==> config.mk <==
export PLATFORM = sky130hd
export DESIGN_NAME = load_store_unit
export DESIGN_NICKNAME = d
export VERILOG_FILES = /design/src/rtl/riscv_pkg.sv /design/src/rtl/lsu_align.sv /design/src/rtl/load_store_unit.sv
export SDC_FILE = /design/constraint.sdc
export NUM_CORES = 1
export LEC_CHECK = 0
export BUFFER_PORTS_ARGS = -buffer_cell sky130_fd_sc_hd__buf_2
export CAP_MARGIN = 20
export CORE_ASPECT_RATIO = 0.75
export CORE_MARGIN = 2
export CORE_UTILIZATION = 45
export DETAILED_ROUTE_END_ITERATION = 8
export PLACE_DENSITY = 0.76
export SLEW_MARGIN = 15
export SYNTH_ARGS = -nofsm -noshare
export SYNTH_HDL_FRONTEND = slang
export SYNTH_HIERARCHICAL = 1
export SYNTH_SLANG_ARGS = --single-unit
==> constraint.sdc <==
create_clock -name clk -period 8.92 [get_ports clk]
set_input_delay 0.446 -clock clk [delete_from_list [all_inputs] [get_ports clk]]
set_output_delay 0.446 -clock clk [all_outputs]
set_load 0.01 [all_outputs]
==> src/rtl/riscv_pkg.sv <==
// Shared RISC-V encodings for the data-memory path: access-size funct3 codes,
// LSU state type and LSU response error codes.
package riscv_pkg;

  localparam logic [2:0] F3_LB  = 3'd0;
  localparam logic [2:0] F3_LH  = 3'd1;
  localparam logic [2:0] F3_LW  = 3'd2;
  localparam logic [2:0] F3_LBU = 3'd4;
  localparam logic [2:0] F3_LHU = 3'd5;

  localparam logic [2:0] F3_SB  = 3'd0;
  localparam logic [2:0] F3_SH  = 3'd1;
  localparam logic [2:0] F3_SW  = 3'd2;

  typedef enum logic [1:0] {
    IDLE = 2'd0,
    REQ  = 2'd1,
    WAIT = 2'd2,
    RESP = 2'd3
  } lsu_state_t;

  localparam logic [1:0] LSU_ERR_NONE     = 2'd0;
  localparam logic [1:0] LSU_ERR_MISALIGN = 2'd1;
  localparam logic [1:0] LSU_ERR_ILLEGAL  = 2'd2;
  localparam logic [1:0] LSU_ERR_TIMEOUT  = 2'd3;

endpackage

==> src/rtl/lsu_align.sv <==
// Combinational lane logic: byte enables, replicated store data, alignment and
// legality flags, and sign/zero extension of the addressed load lane.
module lsu_align
  import riscv_pkg::*;
(
  input  logic        store,
  input  logic [2:0]  funct3,
  input  logic [1:0]  offset,
  input  logic [31:0] wdata,
  input  logic [31:0] rdata,
  output logic [3:0]  be,
  output logic [31:0] wdata_rep,
  output logic        misalign,
  output logic        illegal,
  output logic [31:0] rdata_ext
);

  logic [7:0]  byte_lane;
  logic [15:0] half_lane;

  // NOTE: every output of a combinational block gets a default first; a path
  // that leaves one unassigned would infer a latch.
  always_comb begin
    be        = 4'h0;
    wdata_rep = 32'h0;
    misalign  = 1'b0;
    illegal   = 1'b0;
    if (store) begin
      case (funct3)
        F3_SB: begin
          be        = 4'b0001 << offset;
          wdata_rep = {4{wdata[7:0]}};
        end
        F3_SH: begin
          be        = 4'b0011 << offset;
          wdata_rep = {2{wdata[15:0]}};
          misalign  = offset[0];
        end
        F3_SW: begin
          be        = 4'hF;
          wdata_rep = wdata;
          misalign  = (offset != 2'd0);
        end
        default: illegal = 1'b1;
      endcase
    end else begin
      be = 4'hF;
      case (funct3)
        F3_LB, F3_LBU: misalign = 1'b0;
        F3_LH, F3_LHU: misalign = offset[0];
        F3_LW:         misalign = (offset != 2'd0);
        default:       illegal  = 1'b1;
      endcase
    end
  end

  always_comb begin
    byte_lane = rdata[7:0];
    case (offset)
      2'd0: byte_lane = rdata[7:0];
      2'd1: byte_lane = rdata[15:8];
      2'd2: byte_lane = rdata[23:16];
      2'd3: byte_lane = rdata[31:24];
      default: byte_lane = rdata[7:0];
    endcase
  end

  assign half_lane = offset[1] ? rdata[31:16] : rdata[15:0];

  always_comb begin
    rdata_ext = rdata;
    case (funct3)
      F3_LB:   rdata_ext = {{24{byte_lane[7]}}, byte_lane};
      F3_LBU:  rdata_ext = {24'h0, byte_lane};
      F3_LH:   rdata_ext = {{16{half_lane[15]}}, half_lane};
      F3_LHU:  rdata_ext = {16'h0, half_lane};
      default: rdata_ext = rdata;
    endcase
  end

endmodule

==> src/rtl/load_store_unit.sv <==
// Data-memory initiator: accepts one load/store per handshake, drives a
// req/gnt/rvalid port with a watchdog, and returns a one-cycle response.
module load_store_unit
  import riscv_pkg::*;
#(
  parameter int unsigned TIMEOUT_CYCLES = 256
) (
  input  logic        clk,
  input  logic        rst,
  input  logic        req_valid,
  output logic        req_ready,
  input  logic        req_store,
  input  logic [2:0]  req_funct3,
  input  logic [31:0] req_addr,
  input  logic [31:0] req_wdata,
  output logic        resp_valid,
  output logic [31:0] resp_rdata,
  output logic [1:0]  resp_err,
  output logic        mem_req,
  input  logic        mem_gnt,
  output logic        mem_we,
  output logic [3:0]  mem_be,
  output logic [31:0] mem_addr,
  output logic [31:0] mem_wdata,
  input  logic        mem_rvalid,
  input  logic [31:0] mem_rdata
);

  localparam int unsigned WD_W = $clog2(TIMEOUT_CYCLES);
  localparam logic [WD_W-1:0] WD_LAST = WD_W'(TIMEOUT_CYCLES - 1);

  lsu_state_t      state;
  logic            store_q;
  logic [2:0]      funct3_q;
  logic [1:0]      offset_q;
  logic [WD_W-1:0] watchdog;

  logic            in_idle;
  logic            timeout;
  logic            a_store;
  logic [2:0]      a_funct3;
  logic [1:0]      a_offset;
  logic [3:0]      a_be;
  logic [31:0]     a_wdata;
  logic [31:0]     a_rdata;
  logic            a_misalign;
  logic            a_illegal;

  assign in_idle   = (state == IDLE);
  assign req_ready = in_idle && !rst;
  // The watchdog value equals the number of busy cycles already completed.
  assign timeout   = ((state == REQ) || (state == WAIT)) && (watchdog == WD_LAST);

  // In IDLE the lane logic decodes the incoming request; afterwards it
  // works on the latched access so load extraction sees the right lane.
  assign a_store  = in_idle ? req_store      : store_q;
  assign a_funct3 = in_idle ? req_funct3     : funct3_q;
  assign a_offset = in_idle ? req_addr[1:0]  : offset_q;

  lsu_align u_align (
    .store     (a_store),
    .funct3    (a_funct3),
    .offset    (a_offset),
    .wdata     (req_wdata),
    .rdata     (mem_rdata),
    .be        (a_be),
    .wdata_rep (a_wdata),
    .misalign  (a_misalign),
    .illegal   (a_illegal),
    .rdata_ext (a_rdata)
  );

  // NOTE: sequential state uses non-blocking assignments so every register
  // samples pre-edge values regardless of statement order.
  always_ff @(posedge clk) begin
    if (rst) begin
      state      <= IDLE;
      store_q    <= 1'b0;
      funct3_q   <= 3'h0;
      offset_q   <= 2'h0;
      watchdog   <= '0;
      mem_req    <= 1'b0;
      mem_we     <= 1'b0;
      mem_be     <= 4'h0;
      mem_addr   <= 32'h0;
      mem_wdata  <= 32'h0;
      resp_valid <= 1'b0;
      resp_rdata <= 32'h0;
      resp_err   <= LSU_ERR_NONE;
    end else begin
      resp_valid <= 1'b0;
      case (state)
        IDLE: begin
          watchdog <= '0;
          if (req_valid) begin
            store_q    <= req_store;
            funct3_q   <= req_funct3;
            offset_q   <= req_addr[1:0];
            resp_rdata <= 32'h0;
            if (a_illegal || a_misalign) begin
              state      <= RESP;
              resp_valid <= 1'b1;
              resp_err   <= a_illegal ? LSU_ERR_ILLEGAL : LSU_ERR_MISALIGN;
            end else begin
              state     <= REQ;
              resp_err  <= LSU_ERR_NONE;
              mem_req   <= 1'b1;
              mem_we    <= req_store;
              mem_be    <= a_be;
              mem_addr  <= {req_addr[31:2], 2'b00};
              mem_wdata <= a_wdata;
            end
          end
        end

        REQ: begin
          watchdog <= watchdog + WD_W'(1);
          if (timeout) begin
            state      <= RESP;
            mem_req    <= 1'b0;
            resp_valid <= 1'b1;
            resp_err   <= LSU_ERR_TIMEOUT;
            resp_rdata <= 32'h0;
          end else if (mem_gnt) begin
            mem_req <= 1'b0;
            if (store_q) begin
              state      <= RESP;
              resp_valid <= 1'b1;
            end else begin
              state <= WAIT;
            end
          end
        end

        WAIT: begin
          watchdog <= watchdog + WD_W'(1);
          if (timeout) begin
            state      <= RESP;
            resp_valid <= 1'b1;
            resp_err   <= LSU_ERR_TIMEOUT;
            resp_rdata <= 32'h0;
          end else if (mem_rvalid) begin
            state      <= RESP;
            resp_valid <= 1'b1;
            resp_rdata <= a_rdata;
          end
        end

        RESP: begin
          state <= IDLE;
        end

        default: begin
          state   <= IDLE;
          mem_req <= 1'b0;
        end
      endcase
    end
  end

endmodule
==> results.json, run 1 <==
{
  "fin_setup_tns_ns": 0,
  "numCtsBuffers": 17,
  "slew_violations": 0,
  "overflow": 0,
  "p_sw_share_pct": 39.62,
  "crit_top_cell": "o21ai_0",
  "drt_iter0_markers": 460,
  "maxSlewHeadroom_pct": 30.82,
  "r2r-end": "mem_be[2]",
  "fillers": 1229,
  "dpl_cell_area_um2": 7027,
  "required_ns": 9.25,
  "async_flop_share_pct": 0,
  "nets": 1083,
  "setup_violations": 0,
  "initial_utilization_pct": 46.45,
  "yosys_warnings": 6,
  "synth_cell_types": 52,
  "drc_errors": 0,
  "grt_usage_pct": 23.28,
  "timing.fmax_ghz": 0.2034,
  "synth_top_area_share_pct": 39.27,
  "cts_root_buffer": "clkbuf_16",
  "post_cts_buffers": 0,
  "crit_path_end_kind": "register",
  "final_common_cell": "nand2_1",
  "yosysTopAreaCell": "dfxtp_1",
  "cts_max_path_buffers": 2,
  "antenna_found_initial": 1,
  "area_delta_synth_final_pct": 26.05,
  "finalCriticalPeriod_ns": 4.917,
  "hold_ws_ns": 0.2693,
  "cp_cell_sequence": "inv_1 -> ha_1 -> mux2_2 -> nor2b_2 -> o21ai_0 -> o21ai_0 -> nor2_1 -> nand2_2 -> buf_4 -> nand2_1 -> a21oi_1",
  "grt_pass1_wl_um": 27810,
  "fin_skew_ns": 0.01122,
  "timing.final.hold_violations": 0,
  "hp-class": "in2reg",
  "wl_um": 17290,
  "pwr-share-comb_pct": 40.9,
  "multi_input_area_um2": 3311,
  "synth_ff_type": "dfxtp_1",
  "via_per_inst": 5.201,
  "drv_cap": 0,
  "rows": 36,
  "critPathSlowestCell": "nor2b_2",
  "crit_arrival_ns": 5.25,
  "cts_max_level": 4,
  "synth-seq-cells": 119,
  "status": "complete, no violations",
  "power_uw": 2347,
  "power_density_nw_per_um2": 306.9,
  "path_max_fanout": 67,
  "p_sw_uw": 929.9,
  "insertion_delay_ns": 0.41,
  "gp_congestion": 0.8656,
  "fin_area_um2": 7647,
  "die_area_um2": 14440,
  "synth-seq-area-share_pct": 39.27,
  "vdd_drop_max_uv": 205.9,
  "layout_common_cells": "nand2_1, buf_2, dfxtp_1, a21oi_1, mux2i_1",
  "syn-cell-area_um2": 6067,
  "clkSinkCount": 119,
  "vias": 6018,
  "cts_tree": "built",
  "synthCells": 799,
  "cts-hold-fix-buffers": 0,
  "layout-drive-gt1-share_pct": 27.72,
  "power_frac_seq_pct": 28.5,
  "die_w_um": 138.1,
  "ios": 211,
  "intPower_uw": 1417,
  "coreArea_um2": 13060,
  "slowest_delay_ns": 0.98,
  "p_leak_uw": 0.003489,
  "synthTopCellsByArea": "dfxtp_1, nand2_1, a21oi_1",
  "rr_worst_depth": 11,
  "pwr-share-clk_pct": 30.6,
  "avgSynthCellArea_um2": 7.593,
  "cts.clk_slew.worst_paths_ns": 0.06,
  "regArea_um2": 2382,
  "ant_nets": 0,
  "grt_pass1_vias": 5549,
  "worst_slew_pin_slew_ns": 1.033,
  "hold_depth": 3,
  "rsz0062_at_grt": "no",
  "fp.dieH_um": 104.6,
  "grt_max_degree": 80,
  "r2r_setup_slack_ns": 4.00,
  "hold_path_startpoint": "req_addr[13]",
  "io_buffers": 208,
  "r2r_start": "state[1]",
  "wl_per_cell_um": 14.95,
  "first_pass_iters": 4,
  "cts_resized": 0,
  "holdPathEnd": "mem_addr[13]",
  "startpoint_type": "register",
  "place_hpwl_um": 11960,
  "criticalPathCategory": "reg2reg",
  "fin_crit_sh_pct": 55.12,
  "synth_edf_count": 0
}
==> cells in the mapped netlist, drive strengths merged, types with 6 or more instances <==
master,n
o21ai,21
buf,32
nand2,276
a221o,8
ha,6
dfxtp,119
or2,9
a21oi,115
inv,13
nor2b,16
mux2,6
clkbuf,27
mux2i,41
nor2,41
and2,9
==> stage by stage <==
step                      util (%)  worst slack [ns]  cells
after floorplan                  -             5.700    800
after global placement       53.79             4.320   1124
after detailed placement     53.79             4.130   1124
after CTS                    58.52             4.071   1156
after global routing         58.52             3.473   1156
final                        58.54             4.003   1157
==> routing by layer <==
metal	up-vias	share of wire [%]	track usage [%]	wire length [um]
li1	3005	-	-	-
met1	2768	48	33.47	8260
met2	226	44	33.45	7539
met3	19	7.3	6.462	1260
met4	0	1.3	8.017	232
met5	-	0	0	0
==> state kept, by name, indices dropped and copies added, names as in the netlist <==
signal	flops
state	2
mem_addr	30
mem_wdata	32
mem_we	1
resp_err	2
mem_req	1
offset_q	2
store_q	1
watchdog	8
resp_valid	1
resp_rdata	32
funct3_q	3
mem_be	4
==> cell type report <==
type / instances / area share (%)
multi-input combinational: 609 / 43.29
sequential: 119 / 31.15
timing repair buffer: 212 / 14.01
clock buffer: 17 / 5.563
tap: 171 / 2.798
clock inverter: 15 / 2.520
inverter: 13 / 0.6381
antenna: 1 / 0.03272
==> critical path, delay by kind of cell, from the launching register on <==
| family | cells | cell delay, ns |
|---|---|---|
| buffers and inverters | 2 | 0.66 |
| multiplexers | 1 | 0.91 |
| AO/OA/AOI/OAI | 3 | 0.94 |
| AND/OR/NAND/NOR | 4 | 1.40 |
| adder cells (fa/ha/maj) | 1 | 0.50 |
| flip-flops | 1 | 0.34 |
==> worst max-delay path by stage <==
stage             start           end  slack, ns  cells past startpoint
5_1_grt        state[0]  mem_addr[24]       3.47                     11
2_1_floorplan  state[0]  mem_wdata[0]       5.70                     15
3_3_place_gp   state[0]  mem_wdata[0]       4.32                     11
3_5_place_dp   state[0]  mem_addr[25]       4.13                     11
4_1_cts        state[1]  mem_wdata[6]       4.07                     11
6_report       state[1]     mem_be[2]       4.00                     11
==> power groups by stage <==
stage	sequential (uW)	clock [uW]	combinational, uW
detailed placement	678	0	946
CTS	668	726	954
finish	668	719	961
floorplan	711	0	707
global route	678	751	1060
global placement	675	0	939
==> kinds of logic after synthesis <==
| family | after synthesis | synth area share [%] |
|---|---|---|
| multiplexers | 52 | 9.734 |
| flip-flops | 119 | 39.27 |
| adder cells (fa/ha/maj) | 6 | 1.237 |
| AO/OA/AOI/OAI | 168 | 16.17 |
| buffers and inverters | 72 | 6.269 |
| other | 1 | 0.06181 |
| AND/OR/NAND/NOR | 376 | 26.54 |
| XOR/XNOR | 5 | 0.7218 |
No activity file was read; power rests on OpenSTA's default activity.
==> run 2: changes to the inputs <==
- clock period: 8.92 -> 4.9 ns (I/O delays scaled with it)
==> run 2 against run 1 <==
Against the previous run: wire length is essentially flat; cell count rose by 0.17%; combinational power rose by 84%; sequential power grew 83%; largest cell class unchanged; sequential share of layout area is 0.056 points lower; global-route usage fell by 0.18 points; fmax rose by 31%; die area is the same; highest routed layer unchanged; first-iteration DRC count increased by 11%; clock skew grew 0.0037 ns; register-to-register slack worse by 2.8 ns; clock-buffer cell count unchanged.
==> results.json, run 2 (synthesized netlist as in run 1, its figures left out) <==
{
  "cts_max_level": 4,
  "insertion_delay_ns": 0.41,
  "slowest_delay_ns": 0.65,
  "wl_per_cell_um": 14.91,
  "clkSinkCount": 119,
  "fp.dieH_um": 104.6,
  "crit_top_cell": "o21ai_0",
  "intPower_uw": 2554,
  "first_pass_iters": 8,
  "hp-class": "in2reg",
  "coreArea_um2": 13060,
  "nets": 1085,
  "criticalPathCategory": "reg2reg",
  "io_buffers": 208,
  "dpl_cell_area_um2": 7054,
  "path_delay_family": "simple AND/OR/NAND/NOR gates",
  "fin_area_um2": 7661,
  "hold_ws_ns": 0.07112,
  "rsz0062_at_grt": "no",
  "fillers": 1257,
  "required_ns": 5.22,
  "status": "complete, no violations",
  "setup_violations": 0,
  "worst_slew_pin_slew_ns": 0.9691,
  "grt_pass1_wl_um": 27620,
  "ios": 211,
  "pwr-share-clk_pct": 29.9,
  "layout_common_cells": "nand2_1, buf_2, dfxtp_1, a21oi_1, mux2i_1",
  "via_per_inst": 5.188,
  "cp_num_buf_inv": 2,
  "cts-hold-fix-buffers": 0,
  "antenna_found_initial": 1,
  "fin_setup_tns_ns": 0,
  "overflow": 0,
  "cts_tree": "built",
  "cts.clk_slew.worst_paths_ns": 0.06,
  "cts_root_buffer": "clkbuf_16",
  "layout-drive-gt1-share_pct": 27.86,
  "slew_violations": 0,
  "fin_skew_ns": 0.01487,
  "grt_max_degree": 79,
  "vdd_drop_max_uv": 333.6,
  "timing.fmax_ghz": 0.2674,
  "drv_cap": 0,
  "power_frac_seq_pct": 28.5,
  "post_cts_buffers": 0,
  "die_w_um": 138.1,
  "p_sw_share_pct": 40.19,
  "wl_um": 17280,
  "fin_crit_sh_pct": 76.32,
  "drc_errors": 0,
  "pwr-share-comb_pct": 41.5,
  "cp_cell_sequence": "inv_1 -> ha_1 -> mux2_2 -> nor2b_2 -> o21ai_0 -> o21ai_0 -> nor2_1 -> nand2_2 -> buf_12 -> nand2_1 -> a21oi_1",
  "timing.final.hold_violations": 0,
  "p_sw_uw": 1717,
  "cts_resized": 0,
  "drt_iter0_markers": 509,
  "startpoint_type": "register",
  "ant_nets": 0,
  "crit_path_end_kind": "register",
  "initial_utilization_pct": 46.45,
  "path_max_fanout": 40,
  "critPathSlowestCell": "mux2_2",
  "die_area_um2": 14440,
  "p_leak_uw": 0.003496,
  "grt_usage_pct": 23.11,
  "area_delta_synth_final_pct": 26.27,
  "largestRegisters": "mem_wdata: 32 flops, resp_rdata: 32 flops, mem_addr: 30 flops",
  "final_common_cell": "nand2_1",
  "vias": 6013,
  "gp_congestion": 0.8627,
  "rows": 36,
  "cts_max_path_buffers": 2,
  "place_hpwl_um": 12150,
  "maxSlewHeadroom_pct": 35.39,
  "power_uw": 4271,
  "power_density_nw_per_um2": 557.5,
  "crit_arrival_ns": 4.06,
  "grt_pass1_vias": 5413,
  "numCtsBuffers": 17,
  "finalCriticalPeriod_ns": 3.740
}
run 2: cell types whose count changed in the layout (fill, tap and decap cells not counted), sizes merged:
cell	previous run	this run
clkinv	6	2
inv	18	22
buf	212	214
bufinv	3	2
clkinvlp	1	2
run 2: power groups by stage:
stage                     Sequential (uW)  Combinational [uW]  Clock, uW
final                                1220                1770       1280
after global routing                 1240                1950       1350
after CTS                            1220                1760       1300
after detailed placement             1240                1750          0
after global placement               1230                1740          0
after floorplan                      1290                1290          0
run 2: layer usage:
layer | vias up | track usage (%) | wire (um)
met5 | - | 0 | 0
met4 | 0 | 5.029 | 116
met3 | 12 | 5.958 | 1241
met2 | 232 | 34.41 | 7509
met1 | 2753 | 33.67 | 8416
li1 | 3016 | - | -
run 2: metrics by stage:
stage          cells  util, %  worst slack (ns)
6_report        1159    58.65             1.160
2_1_floorplan    800        -             1.680
3_3_place_gp    1126    54.00             1.343
3_5_place_dp    1126    54.00             1.191
4_1_cts         1158    58.63             1.161
5_1_grt         1158    58.63            0.7969
run 2: area by class of cell:
type	instances	area (um2)	area share (%)
Sequential cell	119	2382	31.10
Clock inverter	15	178.9	2.335
Clock buffer	17	425.4	5.553
Inverter	13	48.80	0.6369
Multi-Input combinational cell	609	3311	43.21
Antenna cell	1	2.502	0.03266
Tap cell	171	214.0	2.793
Timing Repair Buffer	214	1099	14.34
run 2: path summary, 6_finish.rpt:
path / start / slack [ns] / cells after the start / endpoint
worst max-delay path: state[1] / 1.16 / 11 / mem_wdata[14]
worst min-delay path: req_addr[14] / 0.07 / 3 / mem_addr[14]
worst max register to register: state[1] / 1.16 / 11 / mem_wdata[14]
worst min register to register: mem_wdata[25] / 0.45 / 2 / mem_wdata[25]
run 2: tightest hold or removal path, delay by kind of cell:
family / cells / cell delay, ns
AOI/OAI and AO/OA: 1 / 0.05
buffers and inverters: 1 / 0.09
and+or+nand+nor: 1 / 0.05
==> run 3: changes to the inputs <==
- clock period: 4.9 -> 3.5 ns (I/O delays scaled with it)
==> run 3 against run 2 <==
Against the previous run: sequential cell count unchanged; cell count up 2.7%; clock skew down 0.0060 ns; wire length up 5.6%; combinational power up 45%; utilization up 2.3 points; non-clock buffer count up 31; via count up 3.5%; register-to-register slack worse by 0.78 ns; die area unchanged; fmax up 20%; global-route usage up 1.6 points.
==> results.json, run 3 (synthesized netlist as in run 1, its figures left out) <==
{
  "status": "complete, no violations",
  "io_buffers": 208,
  "fin_crit_sh_pct": 89.11,
  "setup_violations": 0,
  "cts.clk_slew.worst_paths_ns": 0.06,
  "maxSlewHeadroom_pct": 44.09,
  "clkSinkCount": 119,
  "fin_area_um2": 7960,
  "slowest_delay_ns": 0.61,
  "crit_path_end_kind": "register",
  "cts_tree": "built",
  "gp_congestion": 0.8637,
  "initial_utilization_pct": 46.45,
  "criticalPathCategory": "reg2reg",
  "pwr-share-comb_pct": 42.5,
  "critPathSlowestCell": "mux2_2",
  "finalNonFillerCells": 1190,
  "nets": 1116,
  "required_ns": 3.83,
  "hold_ws_ns": 0.006162,
  "cts_root_buffer": "clkbuf_16",
  "grt_pass1_wl_um": 29280,
  "rsz0062_at_grt": "no",
  "path_delay_family": "simple AND/OR/NAND/NOR gates",
  "p_sw_share_pct": 40.06,
  "vias": 6221,
  "via_per_inst": 5.228,
  "cp_cell_sequence": "inv_1 -> ha_1 -> mux2_2 -> a21oi_1 -> nor2_1 -> nor2_1 -> nand2_2 -> buf_12 -> nand2_1 -> a21oi_1",
  "fillers": 1194,
  "fin_setup_tns_ns": 0,
  "p_leak_uw": 0.003632,
  "vdd_drop_max_uv": 485.6,
  "startpoint_type": "register",
  "fp.dieH_um": 104.6,
  "rows": 36,
  "hold_path_startpoint": "req_addr[8]",
  "cp_num_buf_inv": 2,
  "area_delta_synth_final_pct": 31.20,
  "grt_max_degree": 79,
  "hp-class": "in2reg",
  "multi_input_area_um2": 3311,
  "cts_max_path_buffers": 2,
  "p_sw_uw": 2418,
  "die_w_um": 138.1,
  "dpl_cell_area_um2": 7104,
  "ant_nets": 0,
  "overflow": 0,
  "timing.final.hold_violations": 0,
  "regArea_um2": 2382,
  "r2r_start": "state[1]",
  "wl_um": 18250,
  "dp_cells": 1131,
  "grt_pass1_vias": 5737,
  "path_max_fanout": 67,
  "cts-hold-fix-buffers": 26,
  "drv_cap": 0,
  "critPathLaunch": "state[1]",
  "coreArea_um2": 13060,
  "final_common_cell": "nand2_1",
  "antenna_found_initial": 1,
  "intPower_uw": 3619,
  "ios": 211,
  "crit_arrival_ns": 3.45,
  "numCtsBuffers": 17,
  "worst_slew_pin_slew_ns": 0.8387,
  "drc_errors": 0,
  "layout_common_cells": "nand2_1, buf_2, dfxtp_1, a21oi_1, mux2i_1",
  "place_hpwl_um": 12130,
  "finalCriticalPeriod_ns": 3.119,
  "cts_max_level": 4,
  "first_pass_iters": 5,
  "power_frac_seq_pct": 28.2,
  "die_area_um2": 14440,
  "pwr-share-clk_pct": 29.3,
  "post_cts_buffers": 0,
  "setup_ws_ns": 0.3812,
  "cts_resized": 0,
  "fin_skew_ns": 0.008898,
  "largestRegisters": "mem_wdata: 32 flops, resp_rdata: 32 flops, mem_addr: 30 flops",
  "layout-drive-gt1-share_pct": 27.50,
  "pre_cts_ws_ns": 0.4422,
  "insertion_delay_ns": 0.42,
  "grt_usage_pct": 24.72,
  "slew_violations": 0,
  "drt_iter0_markers": 463,
  "timing.fmax_ghz": 0.3206,
  "wl_per_cell_um": 15.34,
  "power_density_nw_per_um2": 758.4
}
-- run 3: cell types whose count changed in the layout (fill, tap and decap cells not counted), sizes merged --
cell	delta
dlygate4sd3	+26
inv	-3
buf	+5
clkinv	+4
clkinvlp	-1
-- run 3: power by group through the flow --
stage / combinational (uW) / clock, uW / sequential (uW)
after floorplan: 1800 / 0 / 1810
after global placement: 2480 / 0 / 1720
after detailed placement: 2490 / 0 / 1730
after CTS: 2540 / 1800 / 1700
after global routing: 2820 / 1860 / 1730
final: 2560 / 1770 / 1700
-- run 3: layout make-up --
cell class / count / area share, %
diodes: 1 / 0.03144
clock buffers: 17 / 5.344
clock inverters: 15 / 2.106
inverters: 13 / 0.6130
multi-input cells: 609 / 41.59
flip-flops and latches: 119 / 29.93
well taps: 171 / 2.688
repair buffers: 245 / 17.70
-- run 3: through the flow --
| step | utilization (%) | total power, uW |
|---|---|---|
| 2_1_floorplan | - | 3614 |
| 3_3_place_gp | 54.39 | 4203 |
| 3_5_place_dp | 54.39 | 4222 |
| 4_1_cts | 60.92 | 6037 |
| 5_1_grt | 60.92 | 6410 |
| 6_report | 60.94 | 6037 |
-- run 3: worst paths after layout --
| check | to | slack [ns] | cells past startpoint |
|---|---|---|---|
| setup reg to reg | mem_wdata[31] | 0.38 | 10 |
| setup / recovery | mem_wdata[31] | 0.38 | 10 |
| hold reg to reg | mem_be[0] | 0.45 | 2 |
| hold / removal | mem_addr[8] | 0.006 | 3 |
-- run 3: metal layers --
metal	GRT usage, %	part of all wire [%]
met3	6.141	7.3
met2	37.77	45
met4	7.434	1.5
met1	34.56	46
met5	0	0
-- run 3: tightest hold or removal path, stage by stage --
cell and delay (ns):
buf_2 0.10, nand2_1 0.05, a21oi_1 0.05
